### config.mk
export PLATFORM = sky130hd
export DESIGN_NAME = baud_tick_controller
export DESIGN_NICKNAME = d
export VERILOG_FILES = /design/src/rtl/baud_tick_controller.sv
export SDC_FILE = /design/constraint.sdc
export NUM_CORES = 1
export LEC_CHECK = 0
export ABC_AREA = 1
export BUFFER_PORTS_ARGS = -buffer_cell sky130_fd_sc_hd__buf_2
export CAP_MARGIN = 20
export CORE_MARGIN = 2
export CORE_UTILIZATION = 47
export DETAILED_ROUTE_END_ITERATION = 6
export GPL_ROUTABILITY_DRIVEN = 0
export PLACE_DENSITY = 0.68
export SLEW_MARGIN = 20
export SYNTH_ARGS = -nofsm -noshare
export SYNTH_HDL_FRONTEND = slang
export SYNTH_SLANG_ARGS = --single-unit
export TNS_END_PERCENT = 100
### constraint.sdc
create_clock -name clk -period 6.2 [get_ports clk]
set_input_delay 1.24 -clock clk [delete_from_list [all_inputs] [get_ports clk]]
set_output_delay 1.24 -clock clk [all_outputs]
set_load 0.02 [all_outputs]
### src/rtl/baud_tick_controller.sv
// baud_tick_controller: sequences the UART baud divisor and emits oversample, mid-bit and bit ticks.
// Optional feature macro BAUD_CUSTOM_DIV_EN: cfg_sel 7 loads cfg_div (clamped to >= 2) instead of 2604.
module baud_tick_controller #(
   parameter int OS_RATE = 16,
   parameter int DIV_W   = 16
) (
   input  logic             clk,
   input  logic             reset,
   input  logic             run,
   input  logic             cfg_valid,
   input  logic [2:0]       cfg_sel,
   output logic             cfg_ready,
   input  logic [DIV_W-1:0] cfg_div,
   output logic             os_tick,
   output logic             mid_tick,
   output logic             bit_tick,
   output logic             busy,
   output logic [DIV_W-1:0] cur_div
);

   // state | meaning
   // IDLE  | counters held at 0, no ticks; accepted cfg updates cur_div directly
   // RUN   | counting with cur_div; accepted cfg is parked in pend_div
   // PEND  | counting with old cur_div until the period boundary, then swap in pend_div

   localparam int              OS_W    = $clog2(OS_RATE);
   localparam logic [OS_W-1:0] OS_MID  = OS_W'(OS_RATE / 2 - 1);
   localparam logic [OS_W-1:0] OS_LAST = OS_W'(OS_RATE - 1);
   localparam logic [DIV_W-1:0] DIV_RESET = DIV_W'(163);

   typedef enum logic [1:0] {
      ST_IDLE = 2'd0,
      ST_RUN  = 2'd1,
      ST_PEND = 2'd2
   } state_t;

   state_t           state, state_nxt;
   logic [DIV_W-1:0] div_cnt, div_cnt_nxt;
   logic [OS_W-1:0]  os_cnt, os_cnt_nxt;
   logic [DIV_W-1:0] pend_div, pend_div_nxt;
   logic [DIV_W-1:0] cur_div_nxt;
   logic [DIV_W-1:0] sel_div;
   logic             os_tick_nxt, mid_tick_nxt, bit_tick_nxt;
   logic             cfg_accept;
   logic             period_end;

   assign cfg_ready  = (state != ST_PEND);
   assign busy       = (state != ST_IDLE);
   assign cfg_accept = cfg_valid & cfg_ready;
   assign period_end = (div_cnt == cur_div - DIV_W'(1));

   always_comb begin
      sel_div = DIV_W'(2604);
      case (cfg_sel)
         3'd0: sel_div = DIV_W'(326);
         3'd1: sel_div = DIV_W'(163);
         3'd2: sel_div = DIV_W'(81);
         3'd3: sel_div = DIV_W'(54);
         3'd4: sel_div = DIV_W'(27);
         3'd5: sel_div = DIV_W'(651);
         3'd6: sel_div = DIV_W'(1302);
`ifdef BAUD_CUSTOM_DIV_EN
         // a divisor below 2 would make os_tick stick high
         3'd7: sel_div = (cfg_div < DIV_W'(2)) ? DIV_W'(2) : cfg_div;
`else
         3'd7: sel_div = DIV_W'(2604);
`endif
         default: sel_div = DIV_W'(2604);
      endcase
   end

`ifndef BAUD_CUSTOM_DIV_EN
   logic unused_cfg_div;
   assign unused_cfg_div = ^cfg_div;
`endif

   always_comb begin
      state_nxt    = state;
      div_cnt_nxt  = div_cnt;
      os_cnt_nxt   = os_cnt;
      pend_div_nxt = pend_div;
      cur_div_nxt  = cur_div;
      os_tick_nxt  = 1'b0;
      mid_tick_nxt = 1'b0;
      bit_tick_nxt = 1'b0;

      // a tick due on the edge that sees run fall is still emitted once
      if (state != ST_IDLE) begin
         if (period_end) begin
            os_tick_nxt  = 1'b1;
            mid_tick_nxt = (os_cnt == OS_MID);
            bit_tick_nxt = (os_cnt == OS_LAST);
            div_cnt_nxt  = '0;
            os_cnt_nxt   = os_cnt + OS_W'(1);
         end else begin
            div_cnt_nxt  = div_cnt + DIV_W'(1);
         end
      end

      case (state)
         ST_IDLE: begin
            div_cnt_nxt = '0;
            os_cnt_nxt  = '0;
            if (cfg_accept) cur_div_nxt = sel_div;
            if (run)        state_nxt   = ST_RUN;
         end
         ST_RUN: begin
            if (!run) begin
               state_nxt   = ST_IDLE;
               div_cnt_nxt = '0;
               os_cnt_nxt  = '0;
               if (cfg_accept) cur_div_nxt = sel_div;
            end else if (cfg_accept) begin
               pend_div_nxt = sel_div;
               state_nxt    = ST_PEND;
            end
         end
         ST_PEND: begin
            if (!run) begin
               state_nxt   = ST_IDLE;
               cur_div_nxt = pend_div;
               div_cnt_nxt = '0;
               os_cnt_nxt  = '0;
            end else if (period_end) begin
               // new divisor starts a fresh bit so the phase is not skewed
               state_nxt   = ST_RUN;
               cur_div_nxt = pend_div;
               os_cnt_nxt  = '0;
            end
         end
         default: begin
            state_nxt   = ST_IDLE;
            div_cnt_nxt = '0;
            os_cnt_nxt  = '0;
         end
      endcase
   end

   always_ff @(posedge clk) begin
      if (reset) begin
         state    <= ST_IDLE;
         div_cnt  <= '0;
         os_cnt   <= '0;
         pend_div <= '0;
         cur_div  <= DIV_RESET;
         os_tick  <= 1'b0;
         mid_tick <= 1'b0;
         bit_tick <= 1'b0;
      end else begin
         state    <= state_nxt;
         div_cnt  <= div_cnt_nxt;
         os_cnt   <= os_cnt_nxt;
         pend_div <= pend_div_nxt;
         cur_div  <= cur_div_nxt;
         os_tick  <= os_tick_nxt;
         mid_tick <= mid_tick_nxt;
         bit_tick <= bit_tick_nxt;
      end
   end

endmodule

==> metrics.md, run 1 <==
| Metric | Value |
|---|---|
| Critical Path Start | `state[0]$_SDFFE_PP0P_` |
| Worst reg2reg startpoint | `state[0]$_SDFFE_PP0P_` |
| Setup WS post-layout | `3196 ps` |
| CTS Root Buffer Type | `sky130_fd_sc_hd__clkbuf_8` |
| Number of maximum-capacitance violations | `0` |
| I/O Buffers | `23` |
| Final core occ | `52.02%` |
| Max VDD drop | `0.2166 mV` |
| Leakage power summed over all cells | `0.001471 uW` |
| Max Clk Rate | `332.9 MHz` |
| Wire length of the first global-routing pass | `11.58 mm` |
| Clock-pin slew of the registers on the worst-case setup and hold paths | `90 ps` |
| Nets | `504` |
| Mean Syn Cell Area | `6.657 sq um` |
| Power density over the cells | `348.1 nW/um^2` |
| Combinational family with the most area after synthesis | `simple AND/OR/NAND/NOR gates` |
| Share of final-layout standard cells stronger than drive strength 1 | `12.79%` |
| Clock latency reported for the late side of the worst-skew pair | `300 ps` |
| Number of routed nets with antenna violations | `0` |
| Post-synthesis sequential area ratio | `32.82%` |
| Post-synthesis sequential element count | `49` |
| Final Hold Violating Endpoints | `0` |
| Deepest level of the CTS H-tree | `2` |
| Initial DRT Pass Iterations | `4` |
| Slack of the worst reg-to-reg path | `3720 ps` |
| Global-route total usage across every layer | `19.91%` |
| TritonCTS clock tree | `yes` |
| Vias in the first global route | `2613` |
| Terminus of the critical flop-to-flop path | `pend_div[0]$_SDFFE_PP0P_` |
| Total detailed-routing wirelength | `6.662 mm` |
| Vertical die dimension | `83.75 microns` |
| Resize count post-CTS | `0` |
| Count of endpoints failing setup in the final report | `0` |
| Placed wire-length estimate after detailed placement | `5.083 mm` |
| Count of yosys warnings during synthesis | `0` |
| Adder-cell area share of the yosys netlist | `5.442%` |
| Complex-gate fraction of the synthesized area | `15.07%` |
| Slew margin rel. | `53.73%` |
| Number of rows created at floorplan | `29` |
| Cell area after synthesis | `2989 sq um` |
| Unrepaired setup endpoints after global routing | `no` |
| Simple-gate share of the synthesized area | `34.07%` |
| Worst reg2reg path depth | `8` |
| Average wire per standard cell | `12.20 microns` |
| Number of buffers added by the clock tree synthesis step | `5` |
| Antenna violations before repair | `0` |
| Setup TNS | `0 ps` |
| Shortest clock period the worst path allows after layout | `3004 ps` |
| Final global-route overflow total | `0` |
| Synthesized-area fraction occupied by xor and xnor cells | `1.172%` |
| Vias after detailed routing | `2786` |
| Number of buffers inserted to repair setup after CTS | `0` |
| Clock Tree Buf Depth | `2` |
| Arrival time of the worst setup path | `1760 ps` |
| Hold crit path type | `reg -> reg` |
| Clock Sinks | `49` |
| Max-slew violations | `0` |
| Post-synth EDFFs | `0` |
| Antenna diodes | `0` |
| Result of the run | `completed` |
| Multiplexer share of the synthesized area | `0.3349%` |
| Area delta synth->final | `8.623%` |
| Share of synthesized registers carrying an async set or reset | `0%` |
| Number of distinct library cell variants in the gate-level netlist after synthesis | `39` |
| Number of violations reported at the end of detailed-routing iteration 0 | `200` |
| Endpoint type of the worst setup path | `output port` |
| Top-level I/O count | `44` |
| Post-detailed-route DRC marker count | `0` |
| Critical Setup Path Class | `reg -> out` |
| Synthesized netlist cell count | `449` |
| Actual slew at the worst max-slew pin | `693.4 ps` |
| Drt via density | `5.103` |
| Leading register cell type out of synthesis | `sky130_fd_sc_hd__dfxtp_1` |
| Final worst path period share | `48.44%` |
| Req. time, crit path | `4960 ps` |
| Area enclosed by the die boundary | `7014 sq um` |
| Maximum number of pins on one net before global-route repair | `22` |
| Area of the core region | `6241 sq um` |
| # hold bufs at CTS | `0` |
| Minimum setup slack after placement | `3174 ps` |
| Post-route clock skew | `7.410 ps` |
| Effective utilization at floorplan | `47.89%` |
| Die Width | `83.75 microns` |
| Nature of the critical path startpoint | `flip-flop` |
| Endpoint of the worst setup timing path | `cfg_ready` |
| Largest driver fanout on the critical path | `21` |
## layout by cell type, fill, tap and decap left out, types with 2 or more instances in the layout
cell	n
sky130_fd_sc_hd__a211oi_1	3
sky130_fd_sc_hd__nor2_2	10
sky130_fd_sc_hd__nand2_2	6
sky130_fd_sc_hd__nand2_1	106
sky130_fd_sc_hd__buf_2	23
sky130_fd_sc_hd__xor2_1	3
sky130_fd_sc_hd__dfxtp_1	49
sky130_fd_sc_hd__conb_1	4
sky130_fd_sc_hd__nand3_1	38
sky130_fd_sc_hd__clkbuf_8	6
sky130_fd_sc_hd__o21a_1	2
sky130_fd_sc_hd__clkinv_1	4
sky130_fd_sc_hd__nand2_4	2
sky130_fd_sc_hd__a31oi_1	2
sky130_fd_sc_hd__o21ai_0	34
sky130_fd_sc_hd__ha_1	13
sky130_fd_sc_hd__nand4_1	3
sky130_fd_sc_hd__inv_1	57
sky130_fd_sc_hd__nor2_1	37
sky130_fd_sc_hd__inv_2	4
sky130_fd_sc_hd__a21oi_1	23
sky130_fd_sc_hd__nor2_4	2
sky130_fd_sc_hd__o211ai_1	7
sky130_fd_sc_hd__or2_0	4
sky130_fd_sc_hd__o21ai_1	3
sky130_fd_sc_hd__nor3_1	9
sky130_fd_sc_hd__o21bai_1	3
## routing by layer
layer  track usage [%]  part of all wire (%)  up-vias
met3             3.858                   3.9        5
li1                  -                     -     1483
met2             33.60                    46       51
met5                 0                     0        -
met1             26.39                    49     1247
met4             4.545                  0.86        0
## stage by stage
stage | cells | hold slack, ps | area (sq um) | total power (uW)
2_1_floorplan | 452 | 440.6 | 3000 | 791.3
6_report | 546 | 473.0 | 3247 | 1130
4_1_cts | 546 | 476.0 | 3244 | 1136
3_5_place_dp | 538 | 461.3 | 3128 | 899.0
5_1_grt | 546 | 494.9 | 3247 | 1225
3_3_place_gp | 538 | 451.4 | 3128 | 893.8
## critical path, cell delays in order (launching register included)
cell,delay (ps)
sky130_fd_sc_hd__dfxtp_1,380
sky130_fd_sc_hd__inv_1,100
sky130_fd_sc_hd__ha_1,280
sky130_fd_sc_hd__inv_1,430
sky130_fd_sc_hd__buf_2,270
## how the worst min path moves through the flow
| stage | start | to | cells past startpoint |
|---|---|---|---|
| after global placement | pend_div[4]$_SDFFE_PP0P_ | pend_div[4]$_SDFFE_PP0P_ | 2 |
| after floorplan | pend_div[4]$_SDFFE_PP0P_ | pend_div[4]$_SDFFE_PP0P_ | 2 |
| final | pend_div[4]$_SDFFE_PP0P_ | pend_div[4]$_SDFFE_PP0P_ | 2 |
| after CTS | pend_div[4]$_SDFFE_PP0P_ | pend_div[4]$_SDFFE_PP0P_ | 2 |
| after detailed placement | pend_div[4]$_SDFFE_PP0P_ | pend_div[4]$_SDFFE_PP0P_ | 2 |
| after global routing | pend_div[4]$_SDFFE_PP0P_ | pend_div[4]$_SDFFE_PP0P_ | 2 |
## Yosys cell counts (2+ instances only)
cell type,instances,area (sq um)
sky130_fd_sc_hd__nor2_1,38,142.6
sky130_fd_sc_hd__o21a_1,2,15.01
sky130_fd_sc_hd__nand2_4,2,22.52
sky130_fd_sc_hd__xor2_1,3,26.28
sky130_fd_sc_hd__nand4_1,3,18.77
sky130_fd_sc_hd__a31oi_1,2,12.51
sky130_fd_sc_hd__clkbuf_1,7,26.28
sky130_fd_sc_hd__nand3_1,38,190.2
sky130_fd_sc_hd__nor2_2,9,56.30
sky130_fd_sc_hd__clkinv_1,4,15.01
sky130_fd_sc_hd__ha_1,13,162.7
sky130_fd_sc_hd__o211ai_1,7,52.55
sky130_fd_sc_hd__dfxtp_1,49,980.9
sky130_fd_sc_hd__o21bai_1,3,22.52
sky130_fd_sc_hd__inv_2,4,15.01
sky130_fd_sc_hd__nor3_1,9,45.04
sky130_fd_sc_hd__nand2_1,106,397.9
sky130_fd_sc_hd__or2_0,4,25.02
sky130_fd_sc_hd__buf_6,2,22.52
sky130_fd_sc_hd__o21ai_1,3,15.01
sky130_fd_sc_hd__nand2_2,6,37.54
sky130_fd_sc_hd__o21ai_0,34,170.2
sky130_fd_sc_hd__a211oi_1,3,22.52
sky130_fd_sc_hd__buf_4,4,30.03
sky130_fd_sc_hd__nor2_4,2,22.52
sky130_fd_sc_hd__a21oi_1,23,115.1
sky130_fd_sc_hd__inv_1,57,214.0
## cell type report
type / count / area (sq um)
Clock inverter: 1 / 30.03
Clock buffer: 7 / 86.33
Inverter: 65 / 244.0
Sequential cell: 49 / 980.9
Fill cell: 642 / 2994
Timing Repair Buffer: 23 / 115.1
Multi-Input combinational cell: 324 / 1694
Tap cell: 77 / 96.34
## sequential cells by signal, summed over array words and instances, names as in the netlist
signal,flops
cur_div,12
div_cnt,16
mid_tick,1
os_tick,1
os_cnt,4
bit_tick,1
state,2
pend_div,12
## cell families (layout without fill, tap and decap cells)
logic type / count (synthesis) / count (layout)
simple gates: 222 / 222
compound gates: 80 / 80
buf+inv: 79 / 96
flops: 49 / 49
fa+ha+maj: 13 / 13
xor+xnor: 4 / 4
other cells: 1 / 4
mux: 1 / 1
## report_power, final
group / internal [uW] / switching, uW
clock network: 132 / 103
registers: 360 / 59.6
logic: 152 / 323
total: 644 / 486
Note: power is estimated with default switching activity, not from simulation.
==> run 2, diff against run 1 <==
==> constraint.sdc (replaced) <==
create_clock -name clk -period 3.1 [get_ports clk]
set_input_delay 0.62 -clock clk [delete_from_list [all_inputs] [get_ports clk]]
set_output_delay 0.62 -clock clk [all_outputs]
set_load 0.02 [all_outputs]
==> run 2 against run 1 <==
Effect of this change:
- combinational power grew 100%
- critical path depth grew 9
- non-clock buffer count grew 2
- sequential cell count is the same
- setup slack lost 2600 ps
- sequential power grew 100%
- critical endpoint is now div_cnt[4]$_SDFFE_PP0N_
- largest cell class unchanged
- highest routed layer unchanged
==> metrics.md, run 2 (synthesis results as in run 1) <==
| Metric | Value |
|---|---|
| Flip-flop count of the largest register, all copies and words added | `16` |
| Clock Sinks | `49` |
| Setup TNS | `0 ps` |
| Met2 layer wire length in the routed design | `3.022 mm` |
| Number of buffers inserted to repair setup after CTS | `0` |
| Number of violations reported at the end of detailed-routing iteration 0 | `141` |
| Worst hold-check slack | `464.4 ps` |
| Power share of the combinational group | `42.1%` |
| Worst Hold Depth | `2` |
| Clock-pin slew of the registers on the worst-case setup and hold paths | `90 ps` |
| Endpoint type of the worst setup path | `flip-flop` |
| Post-detailed-route DRC marker count | `0` |
| Max Clk Rate | `403.5 MHz` |
| Met3 WL | `298 microns` |
| Number of buffers added by the clock tree synthesis step | `5` |
| Slack of the worst reg-to-reg path | `620 ps` |
| Internal power summed over all cells | `1290 uW` |
| Relative contribution of the clock network to total power | `20.9%` |
| Vias after detailed routing | `2806` |
| Arrival time of the worst setup path | `2670 ps` |
| Worst min-delay path startpoint | `pend_div[4]$_SDFFE_PP0P_` |
| Number of rows created at floorplan | `29` |
| Placed wire-length estimate after detailed placement | `5.043 mm` |
| Clock latency reported for the late side of the worst-skew pair | `300 ps` |
| Worst reg2reg path depth | `13` |
| Share of final-layout standard cells stronger than drive strength 1 | `12.95%` |
| Portion of total power attributed to sequential cells | `37.0%` |
| Antenna violations before repair | `0` |
| Slew margin rel. | `61.30%` |
| Leakage power summed over all cells | `0.001481 uW` |
| Top-level I/O count | `44` |
| I/O Buffers | `23` |
| Vertical die dimension | `83.75 microns` |
| Count of endpoints failing setup in the final report | `0` |
| Area enclosed by the die boundary | `7014 sq um` |
| Uppermost layer routed | `met4` |
| Actual slew at the worst max-slew pin | `579.9 ps` |
| Area of the core region | `6241 sq um` |
| Hold crit path type | `reg -> reg` |
| Max-slew violations | `0` |
| Resize count post-CTS | `0` |
| Worst reg2reg startpoint | `cur_div[0]$_SDFFE_PP1P_` |
| Shortest clock period the worst path allows after layout | `2479 ps` |
| Largest driver fanout on the critical path | `8` |
| Nature of the critical path startpoint | `flip-flop` |
| Wire length of the first global-routing pass | `11.78 mm` |
| Top register by number of flip-flops | `div_cnt` |
| Net switching share of the total power | `43.09%` |
| Number of routed nets with antenna violations | `0` |
| Largest registers | `div_cnt (16), cur_div (12), pend_div (12)` |
| Antenna diodes | `0` |
| Destination of the worst hold path | `pend_div[4]$_SDFFE_PP0P_` |
| Die Width | `83.75 microns` |
| Final Hold Violating Endpoints | `0` |
| Power density over the cells | `695.6 nW/um^2` |
| Total detailed-routing wirelength | `6.545 mm` |
| Filler-free cell count of the finished design | `548` |
| Commonest cells after routing, fill and taps aside | `sky130_fd_sc_hd__nand2_1 (106), sky130_fd_sc_hd__inv_1 (57), sky130_fd_sc_hd__dfxtp_1 (49)` |
| Global-route total usage across every layer | `20.01%` |
| Max VDD drop | `0.4567 mV` |
| CTS Root Buffer Type | `sky130_fd_sc_hd__clkbuf_8` |
| Switching power summed over all nets | `977.0 uW` |
| Req. time, crit path | `3290 ps` |
| Post-route clock skew | `8.680 ps` |
| Final worst path period share | `79.95%` |
| Number of cells in the design after placement | `540` |
| M1 wire length | `3.183 mm` |
| Clock Tree Buf Depth | `2` |
| Final global-route overflow total | `0` |
| Effective utilization at floorplan | `47.89%` |
| Initial DRT Pass Iterations | `4` |
| Vias in the first global route | `2668` |
| Area delta synth->final | `9.042%` |
| Deepest level of the CTS H-tree | `2` |
| Drt via density | `5.120` |
| TritonCTS clock tree | `yes` |
| Terminus of the critical flop-to-flop path | `div_cnt[4]$_SDFFE_PP0N_` |
| Unrepaired setup endpoints after global routing | `no` |
| Number of maximum-capacitance violations | `0` |
| Result of the run | `completed` |
| Nets | `506` |
| Most common cell after layout, fill and taps aside | `sky130_fd_sc_hd__nand2_1` |
| # hold bufs at CTS | `0` |
| Maximum number of pins on one net before global-route repair | `22` |
| Average wire per standard cell | `11.94 microns` |
| Critical Setup Path Class | `reg -> reg` |
## run 2: changes by cell type in the layout (fill, tap and decap cells not counted)
cell	delta
sky130_fd_sc_hd__buf_4	+2
sky130_fd_sc_hd__nor2_1	+1
sky130_fd_sc_hd__nor2_2	-1
## run 2: worst max-delay path by stage
stage	from	endpoint	slack, ps	cells past startpoint
after global placement	cur_div[0]$_SDFFE_PP1P_	div_cnt[4]$_SDFFE_PP0N_	700	15
after CTS	cur_div[0]$_SDFFE_PP1P_	div_cnt[4]$_SDFFE_PP0N_	630	13
after floorplan	cur_div[0]$_SDFFE_PP1P_	os_cnt[0]$_SDFF_PP0_	910	16
after global routing	cur_div[0]$_SDFFE_PP1P_	div_cnt[15]$_SDFFE_PP0N_	300	13
after detailed placement	cur_div[0]$_SDFFE_PP1P_	div_cnt[4]$_SDFFE_PP0N_	650	13
final	cur_div[0]$_SDFFE_PP1P_	div_cnt[4]$_SDFFE_PP0N_	620	13
## run 2: worst max-delay path, cell delays in order (launching register included)
cell	delay (ps)
sky130_fd_sc_hd__dfxtp_1	350
sky130_fd_sc_hd__inv_1	160
sky130_fd_sc_hd__ha_1	350
sky130_fd_sc_hd__nand2_2	120
sky130_fd_sc_hd__nor2_2	190
sky130_fd_sc_hd__nand2_2	90
sky130_fd_sc_hd__nand3_1	90
sky130_fd_sc_hd__nand2_1	60
sky130_fd_sc_hd__nor2_2	180
sky130_fd_sc_hd__nand4_2	250
sky130_fd_sc_hd__nand3_2	250
sky130_fd_sc_hd__inv_2	120
sky130_fd_sc_hd__o211ai_1	110
sky130_fd_sc_hd__inv_1	50
## run 2: power by group through the flow
stage / registers, uW / logic (uW) / clock network, uW
after floorplan: 887 / 696 / 0
after detailed placement: 854 / 954 / 0
after global routing: 855 / 1090 / 515
after CTS: 839 / 959 / 487
final: 839 / 954 / 475
after global placement: 853 / 940 / 0
## run 2: final cells by class
class | instances | area [sq um]
Clock buffer | 7 | 86.33
Clock inverter | 1 | 30.03
Fill cell | 641 | 2982
Inverter | 65 | 244.0
Multi-Input combinational cell | 324 | 1692
Sequential cell | 49 | 980.9
Tap cell | 77 | 96.34
Timing Repair Buffer | 25 | 130.1
## run 2: layer usage
metal	up-vias	track usage, %
met5	-	0
met4	0	4.106
met3	4	4.055
met2	44	32.87
met1	1277	27.37
li1	1481	-
## run 2: per-stage QoR
step / utilization [%] / setup slack (ps) / cell area [sq um] / power, uW
3_3_place_gp: 50.36 / 701.2 / 3143 / 1793
5_1_grt: 52.23 / 301.5 / 3259 / 2455
2_1_floorplan: - / 912.0 / 3000 / 1583
6_report: 52.23 / 621.5 / 3259 / 2267
3_5_place_dp: 50.36 / 653.0 / 3143 / 1807
4_1_cts: 52.23 / 632.4 / 3259 / 2285
==> run 3, diff against run 2 <==
--- a/config.mk
+++ b/config.mk
@@ -5,7 +5,7 @@
 export SDC_FILE = /design/constraint.sdc
 export NUM_CORES = 1
 export LEC_CHECK = 0
-export ABC_AREA = 1
+export ABC_AREA = 0
 export BUFFER_PORTS_ARGS = -buffer_cell sky130_fd_sc_hd__buf_2
 export CAP_MARGIN = 20
 export CORE_MARGIN = 2
==> constraint.sdc (replaced) <==
create_clock -name clk -period 2.6 [get_ports clk]
set_input_delay 0.52 -clock clk [delete_from_list [all_inputs] [get_ports clk]]
set_output_delay 0.52 -clock clk [all_outputs]
set_load 0.02 [all_outputs]
==> run 3 against run 2 <==
Effect of this change:
- clock power grew 14%
- critical path depth shrank 3
- final area grew 16%
- first-iteration DRC count shrank 20%
- register-to-register slack lost 1100 ps
- clock skew shrank 1.8 ps
- highest routed layer unchanged
- hold slack lost 4.6 ps
- maximum frequency shrank 19%
- synthesized area shrank 2.0%
- the flow now finishes with violations (negative setup slack)
- count of clock-buffer cells in the layout shrank 1
- via count shrank 4.7%
- sequential cell count is the same
==> metrics.md, run 3 <==
| Metric | Value |
|---|---|
| Clock-pin slew of the registers on the worst-case setup and hold paths | `100 ps` |
| Cells taking the most area after synthesis | `sky130_fd_sc_hd__dfxtp_1 (33%), sky130_fd_sc_hd__nor2_1 (5.9%), sky130_fd_sc_hd__xor2_1 (5.7%)` |
| Initial DRT Pass Iterations | `4` |
| Deepest level of the CTS H-tree | `2` |
| Top-level I/O count | `44` |
| CTS Root Buffer Type | `sky130_fd_sc_hd__clkbuf_8` |
| Power density over the cells | `576.1 nW/um^2` |
| Clock Sinks | `49` |
| Leakage power summed over all cells | `0.001541 uW` |
| Largest registers | `div_cnt (16), cur_div (12), pend_div (12)` |
| Total detailed-routing wirelength | `6.972 mm` |
| Count of endpoints failing setup in the final report | `37` |
| Critical Setup Path Class | `reg -> reg` |
| Post-detailed-route DRC marker count | `0` |
| Post-route clock skew | `6.871 ps` |
| Worst reg2reg startpoint | `cur_div[1]$_SDFFE_PP1P_` |
| Clock latency reported for the late side of the worst-skew pair | `320 ps` |
| Complex-gate fraction of the synthesized area | `13.96%` |
| Area fraction of the dominant cell type after synthesis | `33.48%` |
| Simple-gate share of the synthesized area | `26.17%` |
| Shortest clock period the worst path allows after layout | `3062 ps` |
| Number of maximum-capacitance violations | `0` |
| Die Width | `82.96 microns` |
| Antenna diodes | `0` |
| Hold crit path type | `reg -> reg` |
| Setup WS post-layout | `-461.5 ps` |
| Most common cell after layout, fill and taps aside | `sky130_fd_sc_hd__nor2_1` |
| Placed wire-length estimate after detailed placement | `5.023 mm` |
| Combinational family with the most area after synthesis | `simple AND/OR/NAND/NOR gates` |
| Most used standard cells in the synthesized netlist | `sky130_fd_sc_hd__dfxtp_1 (49), sky130_fd_sc_hd__nor2_1 (46), sky130_fd_sc_hd__nand2_1 (26)` |
| Leading register cell type out of synthesis | `sky130_fd_sc_hd__dfxtp_1` |
| Unrepaired setup endpoints after global routing | `yes` |
| Commonest cells after routing, fill and taps aside | `sky130_fd_sc_hd__nor2_1 (46), sky130_fd_sc_hd__dfxtp_1 (45), sky130_fd_sc_hd__buf_4 (36)` |
| Tot Pwr | `2176 uW` |
| Area enclosed by the die boundary | `6882 sq um` |
| Vias in the first global route | `2495` |
| Post-synthesis sequential element count | `49` |
| Global-route total usage across every layer | `20.48%` |
| Violations in the final reports | `negative setup slack` |
| Final worst path period share | `117.8%` |
| Vertical die dimension | `82.96 microns` |
| Antenna violations before repair | `0` |
| Clock Tree Buf Depth | `2` |
| Synthesized-area fraction occupied by xor and xnor cells | `8.967%` |
| Area of the core region | `5991 sq um` |
| Max-slew violations | `0` |
| Req. time, crit path | `2820 ps` |
| Max Clk Rate | `326.6 MHz` |
| Library cell occupying the most area in the post-synthesis netlist | `sky130_fd_sc_hd__dfxtp_1` |
| Slew margin rel. | `61.16%` |
| Share of synthesized registers carrying an async set or reset | `0%` |
| Area delta synth->final | `28.91%` |
| Multiplexer share of the synthesized area | `5.337%` |
| Effective utilization at floorplan | `48.91%` |
| Number of routed nets with antenna violations | `0` |
| Post-synthesis sequential area ratio | `33.48%` |
| Synthesized netlist cell count | `353` |
| Result of the run | `complete, but fails checks` |
| Critical Path Start | `cur_div[1]$_SDFFE_PP1P_` |
| Flip-flop count of the largest register, all copies and words added | `16` |
| Count of yosys warnings during synthesis | `0` |
| Nature of the critical path startpoint | `flip-flop` |
| Share of final-layout standard cells stronger than drive strength 1 | `30.47%` |
| Number of distinct library cell variants in the gate-level netlist after synthesis | `55` |
| Mean Syn Cell Area | `8.301 sq um` |
| Setup TNS | `-14280 ps` |
| Number of buffers added by the clock tree synthesis step | `5` |
| Wire length of the first global-routing pass | `11.72 mm` |
| Cell area after synthesis | `2930 sq um` |
| Vias after detailed routing | `2675` |
| Adder-cell area share of the yosys netlist | `5.551%` |
| Number of violations reported at the end of detailed-routing iteration 0 | `113` |
| Actual slew at the worst max-slew pin | `581.4 ps` |
| Drt via density | `5.550` |
| Final Hold Violating Endpoints | `0` |
| Most repeated cell in the gate-level netlist after synthesis | `sky130_fd_sc_hd__dfxtp_1` |
| TritonCTS clock tree | `yes` |
| Post-synth EDFFs | `0` |
| Nets | `442` |
| Average wire per standard cell | `14.46 microns` |
| Largest driver fanout on the critical path | `6` |
| Top register by number of flip-flops | `div_cnt` |
| Final global-route overflow total | `0` |
| Arrival time of the worst setup path | `3280 ps` |
| Maximum number of pins on one net before global-route repair | `36` |
| Max VDD drop | `0.4204 mV` |
| I/O Buffers | `23` |
| Worst min-delay path startpoint | `pend_div[1]$_SDFFE_PP0P_` |
| Endpoint type of the worst setup path | `flip-flop` |
| Slack of the worst reg-to-reg path | `-460 ps` |
| Number of rows created at floorplan | `28` |
## run 3: cell type report
type	instances	area (sq um)
clock buffers	6	93.84
clock inverters	2	20.02
fillers	502	2213
inverters	13	51.30
multi-input cells	267	2001
flip-flops and latches	49	991.0
well taps	75	93.84
repair buffers	70	526.8
## run 3: path summary, 6_finish.rpt
| path | endpoint | depth (start not counted) |
|---|---|---|
| setup / recovery | cur_div[2]$_SDFFE_PP0P_ | 10 |
| hold / removal | pend_div[1]$_SDFFE_PP0P_ | 2 |
| setup reg to reg | cur_div[2]$_SDFFE_PP0P_ | 10 |
| hold reg to reg | pend_div[1]$_SDFFE_PP0P_ | 2 |
## run 3: through the flow
step	area [sq um]	hold slack (ps)	util (%)	cells	worst slack, ps
after floorplan	3062	435.7	-	356	-438.5
after global placement	3431	440.8	57.27	466	-424.3
after global routing	3777	493.0	63.05	482	-581.1
final	3777	459.8	63.05	482	-461.5
after CTS	3664	461.8	61.15	478	-414.9
after detailed placement	3431	447.6	57.27	466	-460.7
## run 3: worst max-delay path, stage by stage (launching register included)
cell                       delay (ps)
sky130_fd_sc_hd__dfxtp_4          370
sky130_fd_sc_hd__inv_4             50
sky130_fd_sc_hd__ha_4             110
sky130_fd_sc_hd__or4b_4           540
sky130_fd_sc_hd__nor4b_4          250
sky130_fd_sc_hd__o32ai_2          130
sky130_fd_sc_hd__or4b_4           550
sky130_fd_sc_hd__buf_12           150
sky130_fd_sc_hd__o311ai_4         290
sky130_fd_sc_hd__nand2_2          180
sky130_fd_sc_hd__mux2_4           330
## run 3: cells by family (layout without fill, tap and decap cells)
family                     count (synthesis)  after routing
and+or+nand+nor                          148            148
AOI/OAI and AO/OA                         57             57
adders and majority gates                 13             13
buffers and inverters                     40             91
xor gates and xnor gates                  30             30
DFF                                       49             49
muxes                                     15             15
other                                      1              4
## run 3: report_power, final
| group | leakage [uW] | total (uW) | internal (uW) | switching, uW |
|---|---|---|---|---|
| registers | 0.000398 | 838 | 803 | 34.8 |
| clock network | 0.0000584 | 541 | 256 | 285 |
| logic | 0.00108 | 797 | 331 | 465 |
## run 3: what timing repair did
| item | 4_1_cts | 5_1_grt |
|---|---|---|
| buffers inserted | 4 | 4 |
| gates cloned | 0 | 1 |
| gates resized for setup | 16 | 18 |
| setup endpoints to repair | 37 | 37 |
| pin swaps | 7 | 9 |
| hold buffers | 0 | 0 |
## run 3: per-layer routing
metal	routed length, microns	part of all wire [%]	up-vias	track usage (%)
met5	0	0	-	0
met3	211	3.0	12	3.280
met1	3321	48	1269	27.68
met4	103	1.5	0	7.004
li1	-	-	1352	-
met2	3335	48	42	33.21
